`src/rtl/series_datapath.sv`:
```
// Datapath for the truncated exp(x) series: sum of x^k/k!, k = 0..N_TERMS-1.
// Strobed by the series control unit; terms are Q2.14, x is Q0.16.
module series_datapath #(
    parameter int N_TERMS = 8
) (
    input  logic        clk,
    input  logic        rst,
    input  logic        ldX,
    input  logic        ldTmp,
    input  logic        selTmp,
    input  logic [15:0] x_in,
    output logic [15:0] tmp_out,
    output logic [15:0] sum_out,
    output logic [3:0]  k_out,
    output logic        done
);

    localparam logic [3:0]  LAST = 4'(N_TERMS - 1);
    localparam logic [15:0] ONE  = 16'h4000;

    logic [15:0] x_reg, tmp, sum;
    logic [3:0]  k;
    logic        acc_en;

    logic [15:0] p1, p2;
    logic [16:0] recip, sum_wide;
    logic        step_ok;

    // floor(65536/j) in Q1.16
    function automatic logic [16:0] recip_of(input logic [3:0] j);
        case (j)
            4'd1:    recip_of = 17'h10000;
            4'd2:    recip_of = 17'h08000;
            4'd3:    recip_of = 17'h05555;
            4'd4:    recip_of = 17'h04000;
            4'd5:    recip_of = 17'h03333;
            4'd6:    recip_of = 17'h02AAA;
            4'd7:    recip_of = 17'h02492;
            4'd8:    recip_of = 17'h02000;
            4'd9:    recip_of = 17'h01C71;
            4'd10:   recip_of = 17'h01999;
            4'd11:   recip_of = 17'h01745;
            4'd12:   recip_of = 17'h01555;
            4'd13:   recip_of = 17'h013B1;
            4'd14:   recip_of = 17'h01249;
            4'd15:   recip_of = 17'h01111;
            default: recip_of = 17'h00000;
        endcase
    endfunction

    always_comb begin
        recip    = recip_of(k + 4'd1);
        p1       = 16'((32'(tmp) * 32'(x_reg)) >> 16);
        p2       = 16'((33'(p1) * 33'(recip)) >> 16);
        sum_wide = {1'b0, sum} + {1'b0, tmp};
        step_ok  = !done && (k < LAST);
    end

    // Accumulation trails the term load by one cycle; ldX overrides it.
    always_ff @(posedge clk or negedge rst) begin
        if (!rst) begin
            x_reg  <= '0;
            tmp    <= '0;
            sum    <= '0;
            k      <= '0;
            acc_en <= 1'b0;
            done   <= 1'b0;
        end else begin
            acc_en <= 1'b0;
            if (acc_en) begin
                sum <= sum_wide[16] ? 16'hFFFF : sum_wide[15:0];
                if (k == LAST) done <= 1'b1;
            end
            if (ldX) begin
                x_reg <= x_in;
                sum   <= '0;
                k     <= '0;
                done  <= 1'b0;
            end else if (ldTmp && !selTmp) begin
                tmp    <= ONE;
                k      <= '0;
                acc_en <= 1'b1;
            end else if (ldTmp && step_ok) begin
                tmp    <= p2;
                k      <= k + 4'd1;
                acc_en <= 1'b1;
            end
        end
    end

    assign tmp_out = tmp;
    assign sum_out = sum;
    assign k_out   = k;

endmodule

```
`config.mk`:
```
export PLATFORM = sky130hd
export DESIGN_NAME = series_datapath
export DESIGN_NICKNAME = d
export VERILOG_FILES = /design/src/rtl/series_datapath.sv
export SDC_FILE = /design/constraint.sdc
export NUM_CORES = 1
export LEC_CHECK = 0
export ABC_AREA = 1
export CAP_MARGIN = 10
export CORE_MARGIN = 2
export CORE_UTILIZATION = 57
export DETAILED_ROUTE_END_ITERATION = 10
export GPL_ROUTABILITY_DRIVEN = 0
export PLACE_DENSITY = 0.75
export SYNTH_ARGS = -nofsm -noshare
export SYNTH_HDL_FRONTEND = slang
export SYNTH_SLANG_ARGS = --single-unit
export TNS_END_PERCENT = 20
```
`constraint.sdc`:
```
create_clock -name clk -period 12.3 [get_ports clk]
set_clock_uncertainty 0.05 [all_clocks]
set_input_delay 2.46 -clock clk [delete_from_list [all_inputs] [get_ports clk]]
set_output_delay 2.46 -clock clk [all_outputs]
set_load 0.05 [all_outputs]
```
==> flow_summary_export.csv <==
group,metric,value,unit
outcome,status,"finished clean",
die,initial_utilization,57.9,%
yosys,synth_area_leader_cell,"fa_1",
yosys,synth_most_common_cell,"inv_1",
route,drcViolationCount,0,
worst_setup_path,worstPathRequired,12450,ps
yosys,synth_seq_cells,54,
yosys,post_synth_num_cell_types,49,
timing,tns,0,ps
clock_network,cts_hold_buf,0,
yosys,netlist_instances,2714,
yosys,netlist_area,20600,µm²
placement,io_buffers,57,
worst_setup_path,criticalPathCategory,"flop to flop",
worst_setup_path,crit_slowest_cell,"dfrtp_1",
yosys,synth_area_leaders,"fa_1 39%, ha_1 14%, inv_1 13%",
yosys,async_flop_share,100,%
route,num_vias,17447,
cells_and_area,finalNetCount,3347,
cells_and_area,antenna_cells,0,
die,die-area,37700,µm²
clock_network,clkSlewWorstSetupHoldPaths,80,ps
placement,hpwl,45800,µm
timing,tightest_slew,1160,ps
yosys,synthFlopType,"dfrtp_1",
clock_network,tritoncts,"built",
global_routing,antenna_found_initial,0,
clock_network,clockBufferDepth,2,
cells_and_area,drive_above_1_share,3.59,%
timing,rsz0062_at_grt,"no",
yosys,yosys.area.top_type_share,38.9,%
die,die_x,194,µm
yosys,netlist_top_cells_count,"712 x inv_1, 705 x nand2_1, 400 x fa_1",
route,wirelength,56300,µm
yosys,ys_warn_count,0,
timing,post-route-period-util,95.5,%
timing,setup_viol_count_final,0,
global_routing,grtUsageTotal,31.2,%
timing,report.final.hold_viol_count,0,
yosys,yosysSeqAreaShare,6.56,%
worst_setup_path,start_kind,"flop",
clock_network,cts_buffers,5,
cells_and_area,synthToLayoutAreaGrowth,5.33,%
worst_setup_path,cp_max_fo,14,
route,final_antenna_net_count,0,
cells_and_area,seq_area,1360,µm²
die,ios,58,
route,first_pass_iters,6,
worst_setup_path,crit_top_cell,"fa_1",
route,drt_iter0_drc,1578,
worst_setup_path,critPathMaxStageDelay,580,ps
route,wl_per_cell,17.8,µm
job,drv_cap,0,
worst_setup_path,endpoint_kind,"flop",
die,dieHeight,194,µm
route,avgViaCountPerCell,5.51,
timing,relSlewSlack,22.5,%
yosys,synth_fp_nets,3358,
timing,slew_violations,0,
die,fp.coreArea,35600,µm²
global_routing,grt_pass1_wl,93600,µm
timing,min_period,11740,ps
clock_network,htree_levels,2,
clock_network,clock_latency,320,ps
yosys,avgSynthCellArea,7.59,µm²
die,rows,69,
global_routing,grt_start_max_net_pins,55,
global_routing,overflow,0,
timing,fmax,85.2,MHz
global_routing,grt_pass1_vias,18408,
hold_path,holdCritPathClass,"flop to flop",
worst_setup_path,arrival,11890,ps
clock_network,cts_root_buffer,"clkbuf_16",
cells_and_area,fill_cells,3201,
clock_network,clock_sinks,54,
cells_and_area,multi_input_area,16100,µm²
yosys,synth_edf_count,0,
## layout make-up
type / count / share of cell area, %
clock buffer: 6 / 0.640
clock inverter: 2 / 0.0749
inverter: 722 / 12.5
multi-input combinational: 1836 / 74.3
sequential: 54 / 6.28
tap: 461 / 2.66
timing repair buffer: 84 / 3.54
## logic make-up after synthesis
| family | synth area share (%) |
|---|---|
| and+or+nand+nor | 19.9 |
| buffers and inverters | 15.2 |
| adders and majority gates | 52.4 |
| AOI/OAI and AO/OA | 5.20 |
| DFF | 6.56 |
| xor gates and xnor gates | 0.722 |
## worst max-delay path, delay by kind of cell, from the launching register on
family	cells	cell delay [ps]
AO/OA/AOI/OAI	7	1340
flip-flops	1	580
AND/OR/NAND/NOR	15	1810
buffers and inverters	13	1180
adder cells (fa/ha/maj)	14	6670
## what timing repair did
| action | CTS | global route |
|---|---|---|
| hold endpoints to repair | 0 | 0 |
| buffers inserted | 0 | 0 |
| gates resized for setup | 0 | 11 |
| setup endpoints to repair | 0 | 9 |
## through the flow
stage	setup WS, ps	hold WS (ps)	cells	cell area, µm²	util [%]
3_5_place_dp	462	414	3157	21500	60.5
5_1_grt	37.4	471	3165	21700	61.0
3_3_place_gp	605	423	3157	21500	60.5
2_1_floorplan	1430	394	2714	20600	-
6_report	558	428	3165	21700	61.0
4_1_cts	406	428	3165	21700	61.0
## path summary, 6_finish.rpt
kind                               start          end  slack, ps  depth (start not counted)
min in group asynchronous            rst  sum_out[15]       2250                          2
max in group asynchronous            rst     x_reg[8]       9400                          2
worst min register to register    acc_en   sum_out[1]        430                          1
worst min-delay path              acc_en   sum_out[1]        430                          1
worst max register to register  x_reg[7]  tmp_out[12]        560                         49
worst max-delay path            x_reg[7]  tmp_out[12]        560                         49
## cells in the final DEF (no fill, tap or decap), drive strengths merged, types with 4 or more instances in the layout
master	instances
a21oi	78
a31oi	8
buf	28
nor2	133
inv	719
o21ai	61
clkdlybuf4s50	56
o21a	6
nand2	718
a21boi	4
o22ai	4
nand4	5
or2	24
dfrtp	54
a21o	8
ha	223
xnor2	11
xor2	6
nand3	112
clkinv	4
fa	400
nor3	13
clkbuf	6
## per-layer routing
metal | GRT usage, % | vias to the layer above | wire (µm)
met1 | 40.3 | 8434 | 21600
met4 | 14.0 | 0 | 3150
met3 | 4.64 | 196 | 5130
met2 | 52.0 | 909 | 26500
met5 | 0 | - | 0
li1 | - | 7908 | -
Power is not shown: default switching activity piles up to over one toggle a cycle in this logic, so the estimate is an artifact.
